===== config.mk =====
export PLATFORM = sky130hd
export DESIGN_NAME = mixer_nch_flat
export DESIGN_NICKNAME = d
export VERILOG_FILES = /design/src/rtl/mixer_nch_if.sv /design/src/rtl/mixer_nch.sv /design/src/flat_wrapper.sv
export SDC_FILE = /design/constraint.sdc
export NUM_CORES = 1
export LEC_CHECK = 0
export ABC_AREA = 1
export CAP_MARGIN = 40
export CORE_MARGIN = 3
export CORE_UTILIZATION = 60
export DETAILED_ROUTE_END_ITERATION = 6
export DONT_BUFFER_PORTS = 1
export PLACE_DENSITY = 0.82
export SLEW_MARGIN = 0
export SYNTH_ARGS = -nofsm -noshare
export SYNTH_HDL_FRONTEND = slang
export SYNTH_SLANG_ARGS = --single-unit

===== constraint.sdc =====
create_clock -name clk -period 2.32 [get_ports clk]
set_input_delay 0.348 -clock clk [delete_from_list [all_inputs] [get_ports clk]]
set_output_delay 0.348 -clock clk [all_outputs]
set_load 0.005 [all_outputs]

===== src/rtl/mixer_nch_if.sv =====
// Bus bundle for mixer_nch: sample tick, channel inputs and the scaled mix result.
// The master side is the generator/control logic, the slave side is the mixer.
interface mixer_nch_if #(
  parameter int NUM_CH = 4,
  parameter int VOL_W  = 4,
  parameter int OUT_W  = 8
);
  logic                    sample_tick;
  logic [NUM_CH-1:0]       wave;
  logic [NUM_CH-1:0]       enable;
  logic [NUM_CH*VOL_W-1:0] volume;
  logic [OUT_W-1:0]        mixout;
  logic                    mix_valid;
  logic                    busy;
  logic                    overrun;

  modport master (
    output sample_tick, wave, enable, volume,
    input  mixout, mix_valid, busy, overrun
  );

  modport slave (
    input  sample_tick, wave, enable, volume,
    output mixout, mix_valid, busy, overrun
  );
endinterface


===== src/rtl/mixer_nch.sv =====
// Time-multiplexed NUM_CH-channel sound mixer: one channel summed per clock per sample tick.
// Define MIXER_SLEW_EN to step per-channel volumes by one toward their targets on every tick.
module mixer_nch #(
  parameter int NUM_CH = 4,
  parameter int VOL_W  = 4,
  parameter int OUT_W  = 8
) (
  input logic         clk,
  input logic         rst_n,
  mixer_nch_if.slave  bus
);

  localparam int IDX_W = $clog2(NUM_CH);
  localparam int SUM_W = VOL_W + IDX_W;

  typedef enum logic [1:0] {
    S_IDLE,
    S_ACCUM,
    S_OUT
  } state_t;

  state_t             state;
  state_t             state_next;
  logic [IDX_W-1:0]   idx;
  logic [SUM_W-1:0]   acc;
  logic [SUM_W-1:0]   addend;
  logic [OUT_W-1:0]   mixout;
  logic [OUT_W-1:0]   scaled;
  logic               mix_valid;
  logic               overrun;
  logic               accept;
  logic               load_out;
  logic               tick_busy;
  logic               last;

  logic [NUM_CH-1:0]  snap_wave;
  logic [NUM_CH-1:0]  snap_en;
  logic [VOL_W-1:0]   snap_vol [NUM_CH];
  logic [VOL_W-1:0]   tgt_vol  [NUM_CH];
  logic [VOL_W-1:0]   eff_vol  [NUM_CH];

  always_comb begin
    for (int i = 0; i < NUM_CH; i++) begin
      tgt_vol[i] = bus.volume[i*VOL_W +: VOL_W];
    end
  end

`ifdef MIXER_SLEW_EN
  logic [VOL_W-1:0] cur_vol [NUM_CH];

  // The stepped value, not the old register, is what the pass uses.
  always_comb begin
    for (int i = 0; i < NUM_CH; i++) begin
      if (tgt_vol[i] > cur_vol[i]) begin
        eff_vol[i] = cur_vol[i] + 1'b1;
      end else if (tgt_vol[i] < cur_vol[i]) begin
        eff_vol[i] = cur_vol[i] - 1'b1;
      end else begin
        eff_vol[i] = cur_vol[i];
      end
    end
  end

  always_ff @(posedge clk) begin
    if (!rst_n) begin
      cur_vol <= '{default: '0};
    end else if (accept) begin
      cur_vol <= eff_vol;
    end
  end
`else
  always_comb begin
    eff_vol = tgt_vol;
  end
`endif

  assign last   = (idx == IDX_W'(NUM_CH - 1));
  assign addend = (snap_en[idx] & snap_wave[idx]) ? SUM_W'(snap_vol[idx]) : '0;

  generate
    if (SUM_W <= OUT_W) begin : g_scale_up
      assign scaled = OUT_W'(acc) << (OUT_W - SUM_W);
    end else begin : g_scale_down
      assign scaled = OUT_W'(acc >> (SUM_W - OUT_W));
    end
  endgenerate

  // NOTE: every signal driven here gets a default first, so no path leaves one unassigned and no latch is inferred.
  always_comb begin
    state_next = state;
    accept     = 1'b0;
    load_out   = 1'b0;
    tick_busy  = 1'b0;
    case (state)
      S_IDLE: begin
        if (bus.sample_tick) begin
          accept     = 1'b1;
          state_next = S_ACCUM;
        end
      end
      S_ACCUM: begin
        tick_busy = bus.sample_tick;
        if (last) begin
          state_next = S_OUT;
        end
      end
      S_OUT: begin
        tick_busy  = bus.sample_tick;
        load_out   = 1'b1;
        state_next = S_IDLE;
      end
      default: state_next = S_IDLE;
    endcase
  end

  // NOTE: state is updated with non-blocking assignments so every register sees pre-edge values.
  always_ff @(posedge clk) begin
    if (!rst_n) begin
      state     <= S_IDLE;
      idx       <= '0;
      acc       <= '0;
      mixout    <= '0;
      mix_valid <= 1'b0;
      overrun   <= 1'b0;
    end else begin
      state     <= state_next;
      mix_valid <= load_out;
      if (tick_busy) begin
        overrun <= 1'b1;
      end
      if (accept) begin
        acc <= '0;
        idx <= '0;
      end else if (state == S_ACCUM) begin
        acc <= acc + addend;
        idx <= idx + 1'b1;
      end
      if (load_out) begin
        mixout <= scaled;
      end
    end
  end

  // NOTE: snapshot registers carry no reset; they are always loaded on the tick before anything reads them.
  always_ff @(posedge clk) begin
    if (accept) begin
      snap_wave <= bus.wave;
      snap_en   <= bus.enable;
      snap_vol  <= eff_vol;
    end
  end

  assign bus.mixout    = mixout;
  assign bus.mix_valid = mix_valid;
  assign bus.busy      = (state != S_IDLE);
  assign bus.overrun   = overrun;

endmodule


===== src/flat_wrapper.sv =====
// flat-port wrapper written by rule: the top's interface ports become plain ports
module mixer_nch_flat 
#(
  parameter int NUM_CH = 4,
  parameter int VOL_W  = 4,
  parameter int OUT_W  = 8
)
  (clk, rst_n, bus_sample_tick, bus_wave, bus_enable, bus_volume, bus_mixout, bus_mix_valid, bus_busy, bus_overrun);
  mixer_nch_if #(.NUM_CH(NUM_CH), .VOL_W(VOL_W), .OUT_W(OUT_W)) bus_i ();
  input logic clk;
  input logic rst_n;
  input wire logic [$bits(bus_i.sample_tick)-1:0] bus_sample_tick;
  input wire logic [$bits(bus_i.wave)-1:0] bus_wave;
  input wire logic [$bits(bus_i.enable)-1:0] bus_enable;
  input wire logic [$bits(bus_i.volume)-1:0] bus_volume;
  output wire logic [$bits(bus_i.mixout)-1:0] bus_mixout;
  output wire logic [$bits(bus_i.mix_valid)-1:0] bus_mix_valid;
  output wire logic [$bits(bus_i.busy)-1:0] bus_busy;
  output wire logic [$bits(bus_i.overrun)-1:0] bus_overrun;
  assign bus_i.sample_tick = bus_sample_tick;
  assign bus_i.wave = bus_wave;
  assign bus_i.enable = bus_enable;
  assign bus_i.volume = bus_volume;
  assign bus_mixout = bus_i.mixout;
  assign bus_mix_valid = bus_i.mix_valid;
  assign bus_busy = bus_i.busy;
  assign bus_overrun = bus_i.overrun;
  mixer_nch #(.NUM_CH(NUM_CH), .VOL_W(VOL_W), .OUT_W(OUT_W)) u_core (.clk(clk), .rst_n(rst_n), .bus(bus_i));
endmodule

### Yosys cells after proc, flatten, opt, wreduce, memory -nomap -nowiden

Cells that the tools add are included.

* flip-flop bits (word level): 42
* input port bits: 27
* output and inout port bits: 11
* logic and storage cells: 44

* add/sub/neg operators: 2
* $lt $le $gt $ge: 2
* eq/ne operators: 5
* mux-type cells: 15
* bitwise gates (word level): 3
* reductions and logical operators: 5

Operators by type and width (number)
* $mux 4: 3
* $bmux 4 s2: 1
* $add 6x6->6: 1
* $mux 1: 6
* $bmux 1 s2: 2
* $eq 2x2->1 const B: 2
* $mux 2: 2
* $pmux 2 s2: 1
* $reduce_or 2->1: 2
* $ge 3x3->1 const B: 1
* $lt 2x3->1 const B: 1
* $not 2->3: 1
* $add 2x1->2 const B: 1
* $eq 2x1->1 const B: 1
* $logic_not 2->1: 1
* $ne 2x1->1 const B: 1
* $ne 2x2->1 const B: 1
* $reduce_and 2->1: 1
* $reduce_bool 2->1: 1
* $and 1x1->1: 1
* $not 1->1: 1

### Logic depth before layout (Yosys ltp)

Gate-level depths: netlist of the first run.

* depth after elaboration: 6
* gate-level depth with buffers: 14
* depth with buffers taken out: 13

### Least setup slack after synthesis of the first run

No wires, ideal clock.

* kind: register to register
* start point: reg u_core.idx[0]
* end point: reg u_core.acc[4]
* library setup time: 70 ps
* arrival time: 1821 ps
* required time: 2250 ps
* slack: 428 ps
* cell stages (with the launch flop): 14
* path buffers: 1
* clock period less this slack: 1892 ps
* cells stage by stage: dfxtp_1 inv_2 buf_6 nand3_1 nand3_1 nand2_2 a21oi_1 ha_1 fa_1 a21oi_1 o21ai_2 nand2_1 nand2_1 a21oi_1

* cells in the longest elaborated chain, start to end: 6
* elaborated cells between the ends (all ways): 11
* classes of those cells: 1 x add/sub; 8 x mux; 2 x bitwise

Ends and longest elaborated chain
* start: declaration: line mixer_nch.sv:24 `logic [IDX_W-1:0] idx;`
* start signal: assignment: line mixer_nch.sv:136 `idx <= idx + 1'b1;`
* $not 2->3 (implied by the code): line mixer_nch.sv:78 `assign addend = (snap_en[idx] & snap_wave[idx]) ? SUM_W'(snap_vol[idx]) : '0;`
* $bmux 4 s2: line mixer_nch.sv:78
* $mux 4 (implied by the code) (2 in series): line mixer_nch.sv:78
* $mux 4 *: line mixer_nch.sv:78
* $add 6x6->6 *: line mixer_nch.sv:135 `acc <= acc + addend;`
* end signal: assignment: line mixer_nch.sv:135
* end: declaration: line mixer_nch.sv:25 `logic [SUM_W-1:0] acc;`

Every way passes the cells marked *; elsewhere a longest branch is shown, timed or not. The select of a mux whose other input is x is not followed.
A chain may end at the register's enable or synchronous reset.

### Worst setup path in the final report of the first run

Same ends and word-level chain as after synthesis.

==> results of run 1 <==
==> cell families (layout without fill, tap and decap cells) <==
family                   Yosys count  after routing  share of synthesized area
flip-flops                        42             42                      0.598
AND/OR/NAND/NOR                   62             62                      0.145
other                              1              2                    0.00207
AO/OA/AOI/OAI                     35             35                      0.104
adder cells (fa/ha/maj)           11             11                     0.0802
XOR/XNOR                           1              1                    0.00484
buffers and inverters             25             28                     0.0664
==> what timing repair did <==
item	CTS	global route
endpoints found under the setup margin	0	1
setup buffers	0	0
gates resized for setup	0	1
==> flip-flops by register name, indices dropped and copies added, names as in the netlist <==
signal	count
u_core.bus.mix_valid	1
u_core.acc	6
u_core.snap_vol	16
u_core.snap_wave	4
u_core.snap_en	4
u_core.state	2
u_core.bus.mixout	6
u_core.idx	2
u_core.bus.overrun	1
==> synthesized netlist by cell type, types with 4 or more instances <==
cell type / instances
nand3_1: 9
o21ai_0: 13
ha_1: 10
dfxtp_1: 18
nor2_1: 30
nand2_1: 19
a21oi_1: 15
edfxtp_1: 24
inv_1: 16
o21ai_1: 4
==> layout make-up <==
| class | count | area [um2] |
|---|---|---|
| Tap cell | 31 | 38.8 |
| Fill cell | 227 | 911 |
| Inverter | 18 | 67.6 |
| Multi-Input combinational cell | 111 | 612 |
| Timing Repair Buffer | 2 | 15.0 |
| Sequential cell | 42 | 1080 |
| Clock inverter | 2 | 37.5 |
| Clock buffer | 6 | 41.3 |
==> how the worst min path moves through the flow <==
stage	from	endpoint	slack, ps	cells past startpoint
2_1_floorplan	bus_enable[0]	u_core.snap_en[0]$_DFFE_PP_	450	0
4_1_cts	bus_volume[8]	u_core.snap_vol[4]$_DFFE_PP_	70	0
3_5_place_dp	bus_volume[7]	u_core.snap_vol[11]$_DFFE_PP_	450	0
3_3_place_gp	bus_volume[11]	u_core.snap_vol[7]$_DFFE_PP_	450	0
5_1_grt	bus_volume[8]	u_core.snap_vol[4]$_DFFE_PP_	60	0
6_report	rst_n	u_core.bus.mix_valid$_SDFF_PN0_	80	2
==> critical path, stage by stage, from the launching register on <==
cell and delay (ps):
dfxtp_2 410, inv_2 100, nand3_1 100, nand3_1 100, nand2_2 110, a21oi_1 50, ha_1 210, fa_1 410
a21oi_1 200, o21ai_2 80, nand2_1 60, nand2_1 50, a21oi_1 100
==> stage by stage <==
stage | total power [mW] | std cells | hold slack (ps) | util
finish | 2.13 | 212 | 83.1 | 0.675
global route | 2.29 | 212 | 55.3 | 0.675
CTS | 2.14 | 212 | 69.6 | 0.675
detailed placement | 1.70 | 204 | 447 | 0.647
global placement | 1.65 | 204 | 447 | 0.647
floorplan | 1.57 | 178 | 447 | -
==> power groups by stage <==
stage          sequential, mW  clock, mW  combinational, mW
4_1_cts                  1.11      0.458              0.578
5_1_grt                  1.13      0.488              0.673
2_1_floorplan            1.09          0              0.484
6_report                 1.11      0.448              0.576
3_5_place_dp             1.12          0              0.575
3_3_place_gp             1.12          0              0.535
==> routing by layer <==
layer / global-route usage / share of wire
met2: 0.319 / 0.53
met3: 0.0681 / 0.060
met1: 0.194 / 0.39
met4: 0.0836 / 0.021
met5: 0 / 0
==> cell usage in the layout (no fill, tap or decap), types with 2 or more instances in the layout <==
cell type,n
nor2_1,30
edfxtp_1,24
nand2_1,19
dfxtp_1,17
inv_1,16
a21oi_1,15
o21ai_0,13
ha_1,10
nand3_1,9
clkbuf_4,5
o21ai_1,4
inv_2,2
nand3_2,2
conb_1,2
buf_4,2
==> out/summary.txt, run 1 <==
Congestion Overflow GR - 0
vias in the first global route - 1126
cell-internal power - 1.42 mW
largest net degree at the start of global routing - 25
area growth from synthesis to layout - 4.70%
placer congestion estimate - 0.821
Synth top area share - 0.398
WL/cell - 13.7 um
kind of critical path - flip-flop to flip-flop
Final min period - 2040 ps
Synth Flop Type - edfxtp_1
power share of the sequential group - 0.519
Nets - 218
Die Area - 3710 um2
Cell variety after synth - 24
Clock Sinks - 42
Peak VDD IR - 0.718 mV
cts bufs inserted - 5
CTS tree - built
core box area - 2810 um2
CP arrival - 2330 ps
Worst R2R End - u_core.acc[4]$_SDFFE_PP0N_
Post-Synthesis Cells - 177
reg2reg setup slack - 280 ps
Final Cell Area - 1890 um2
P_leak - 0.787 nW
Post-CTS Hold Buffers - 0
root buf cell - clkbuf_4
clock share of power - 0.210
period utilization - 0.878
CP Launch Type - flip-flop
Post-Place Setup Slack - 221 ps
Detail Route Antenna Nets - 0
max frequency - 491 MHz
DRC - 0
HPWL after DPL - 2280 um
IO buf count - 0
Chip Width - 60.9 um
top post-synthesis cells by area - edfxtp_1 (40%), dfxtp_1 (20%), ha_1 (6.9%)
layout cell share with drive strength beyond 1 - 0.0939
routed vias - 1196
syn avg cell area - 10.2 um2
WL final - 2910 um
pins over their slew limit - 0
row cnt - 19
total net switching power - 706 uW
Synth Register Bits - 42
status - finished clean
CP endpoint kind - flip-flop
H-tree Lvls - 2
Critical Path Sink - u_core.acc[4]$_SDFFE_PP0N_
placed cell area - 1810 um2
Seq/Total Area, Yosys - 0.598
Die Ht - 60.9 um
Fin Setup TNS - 0 ps
# IOs - 38
clock buffer depth - 2
worst-path maximum fanout - 11
Worst-Skew Late Latency - 350 ps
sw frac - 0.332
r2r startpoint - u_core.idx[0]$_SDFFE_PP0N_
type of the worst min-delay path - input pin to flip-flop
Logic pwr share - 0.271
yosys warns - 0
vias per cell - 5.64
initial core utilization - 0.645
drt pass-1 iters - 4
RSZ-0062 raised after global routing - no
Final Hold Fails - 0
EDFF count, synth - 24
worst clock skew - 8.59 ps
first-pass GRT wire length - 4710 um
maxcap violations - 0
Synth async-reset ratio - 0
Reg2Reg Depth - 12
crit path launch - u_core.idx[0]$_SDFFE_PP0N_
endpoints failing setup - 0
drt first-iter violations - 38
Syn Std Cell Area - 1810 um2
Clock Pin Slew Worst Setup and Hold Paths - 110 ps
power per standard cell area - 1120 nW/um2
final worst slack - 282 ps
CP Data Required Time - 2610 ps
antenna violations before repair - 0
biggest area consumer among synthesized cells - edfxtp_1
diode count - 0
Total GRT Usage - 0.182
No activity file was read; power rests on OpenSTA's default activity.
==> run 2: changes to the inputs <==
- HOLD_SLACK_MARGIN: unset -> 0.12
==> out/summary.txt, run 2 (synthesis results as in run 1) <==
largest register by flop count - u_core.snap_vol
routed vias - 1361
Critical Path Sink - u_core.acc[5]$_SDFFE_PP0N_
largest net degree at the start of global routing - 25
core box area - 2810 um2
Clock Sinks - 42
worst-path maximum fanout - 8
maxcap violations - 0
Worst-Skew Late Latency - 340 ps
Detail Route Antenna Nets - 0
crit path launch - u_core.idx[1]$_SDFFE_PP0N_
Register Area - 1080 um2
diode count - 0
commonest cells after routing, fill and taps aside - nor2_1 (30), dlygate4sd3_1 (25), edfxtp_1 (24)
P_leak - 0.892 nW
hold slack final - 152 ps
r2r startpoint - u_core.idx[1]$_SDFFE_PP0N_
Post CTS Setup Buffer Count - 0
dpl cells - 204
DRC - 0
power share of the sequential group - 0.505
Reg2Reg Depth - 11
status - finished clean
Logic pwr share - 0.289
Peak VDD IR - 0.568 mV
most common cell after layout, fill and taps aside - nor2_1
area of the multi-input gates - 612 um2
pins over their slew limit - 0
Fin Setup TNS - 0 ps
endpoints failing setup - 0
Chip Width - 60.9 um
kind of critical path - flip-flop to flip-flop
HPWL after DPL - 2280 um
Die Area - 3710 um2
CP arrival - 2370 ps
placer congestion estimate - 0.821
WL/cell - 16.1 um
sw frac - 0.342
max frequency - 469 MHz
fin util - 0.765
vias per cell - 5.74
vias in the first global route - 1396
Clock Pin Slew Worst Setup and Hold Paths - 120 ps
Final Hold Fails - 0
# IOs - 38
root buf cell - clkbuf_4
period utilization - 0.919
filler instances - 174
CTS tree - built
cts bufs inserted - 5
H-tree Lvls - 2
power per standard cell area - 1030 nW/um2
Nets - 243
layout cell share with drive strength beyond 1 - 0.0825
initial core utilization - 0.645
IO buf count - 0
worst clock skew - 9.67 ps
antenna violations before repair - 0
reg2reg setup slack - 190 ps
max FFs per register - 16
row cnt - 19
clock share of power - 0.206
cell-internal power - 1.45 mW
CP Launch Type - flip-flop
Die Ht - 60.9 um
Congestion Overflow GR - 0
first-pass GRT wire length - 6210 um
total power - 2.21 mW
CP Data Required Time - 2560 ps
non-filler instance count after layout - 237
WL final - 3800 um
Worst R2R End - u_core.acc[5]$_SDFFE_PP0N_
drt pass-1 iters - 4
type of the worst min-delay path - input pin to flip-flop
Final min period - 2130 ps
RSZ-0062 raised after global routing - no
total net switching power - 756 uW
drt first-iter violations - 54
largest registers - u_core.snap_vol x16, u_core.acc x6, u_core.bus.mixout x6
CP endpoint kind - flip-flop
clock buffer depth - 2
Total GRT Usage - 0.234
area growth from synthesis to layout - 18.7%
run 2: cell count changes in the layout (fill, tap and decap cells not counted), sizes merged:
cell,previous run,this run
dlygate4sd3,0,25
run 2: how the worst min path moves through the flow:
stage / from / end / slack (ps) / cells past startpoint
finish: rst_n / u_core.state[1]$_SDFFE_PN0P_ / 150 / 2
global route: rst_n / u_core.bus.mixout[6]$_SDFFE_PN0P_ / 140 / 2
CTS: rst_n / u_core.state[1]$_SDFFE_PN0P_ / 120 / 2
detailed placement: bus_volume[7] / u_core.snap_vol[11]$_DFFE_PP_ / 450 / 0
global placement: bus_volume[11] / u_core.snap_vol[7]$_DFFE_PP_ / 450 / 0
floorplan: bus_enable[0] / u_core.snap_en[0]$_DFFE_PP_ / 450 / 0
run 2: critical path, stage by stage, from the launching register on:
cell	delay, ps
dfxtp_1	530
inv_2	110
nor2_1	140
o21ai_0	150
a21oi_1	280
ha_1	290
nand3_1	120
nand3_2	80
nand2_1	60
nand2_1	60
a21oi_1	150
nor2_1	60
run 2: layer usage:
| metal | up-vias | part of all wire | track usage |
|---|---|---|---|
| met3 | 22 | 0.067 | 0.0787 |
| met2 | 64 | 0.50 | 0.392 |
| met5 | - | 0 | 0 |
| li1 | 643 | - | - |
| met1 | 632 | 0.38 | 0.264 |
| met4 | 0 | 0.052 | 0.127 |
run 2: cell type report:
type | instances | share of cell area
inverter | 18 | 0.0315
multi-input combinational | 111 | 0.285
sequential | 42 | 0.505
clock buffer | 6 | 0.0192
timing repair buffer | 27 | 0.124
clock inverter | 2 | 0.0175
tap | 31 | 0.0181
run 2: stage by stage:
stage,worst slack [ps],cell area (um2)
after floorplan,428,1810
after global placement,361,1810
after detailed placement,221,1810
after CTS,190,2140
after global routing,42.4,2150
final,189,2150
run 2: repair_timing:
action,CTS,global route
endpoints found under the setup margin,0,4
hold endpoints to repair,28,0
hold buffers,25,0
resized for setup,0,2
run 2: power by group through the flow:
stage | clock (mW) | combinational [mW] | sequential, mW
5_1_grt | 0.491 | 0.733 | 1.14
6_report | 0.455 | 0.639 | 1.12
2_1_floorplan | 0 | 0.484 | 1.09
4_1_cts | 0.458 | 0.612 | 1.11
3_5_place_dp | 0 | 0.575 | 1.12
3_3_place_gp | 0 | 0.535 | 1.12
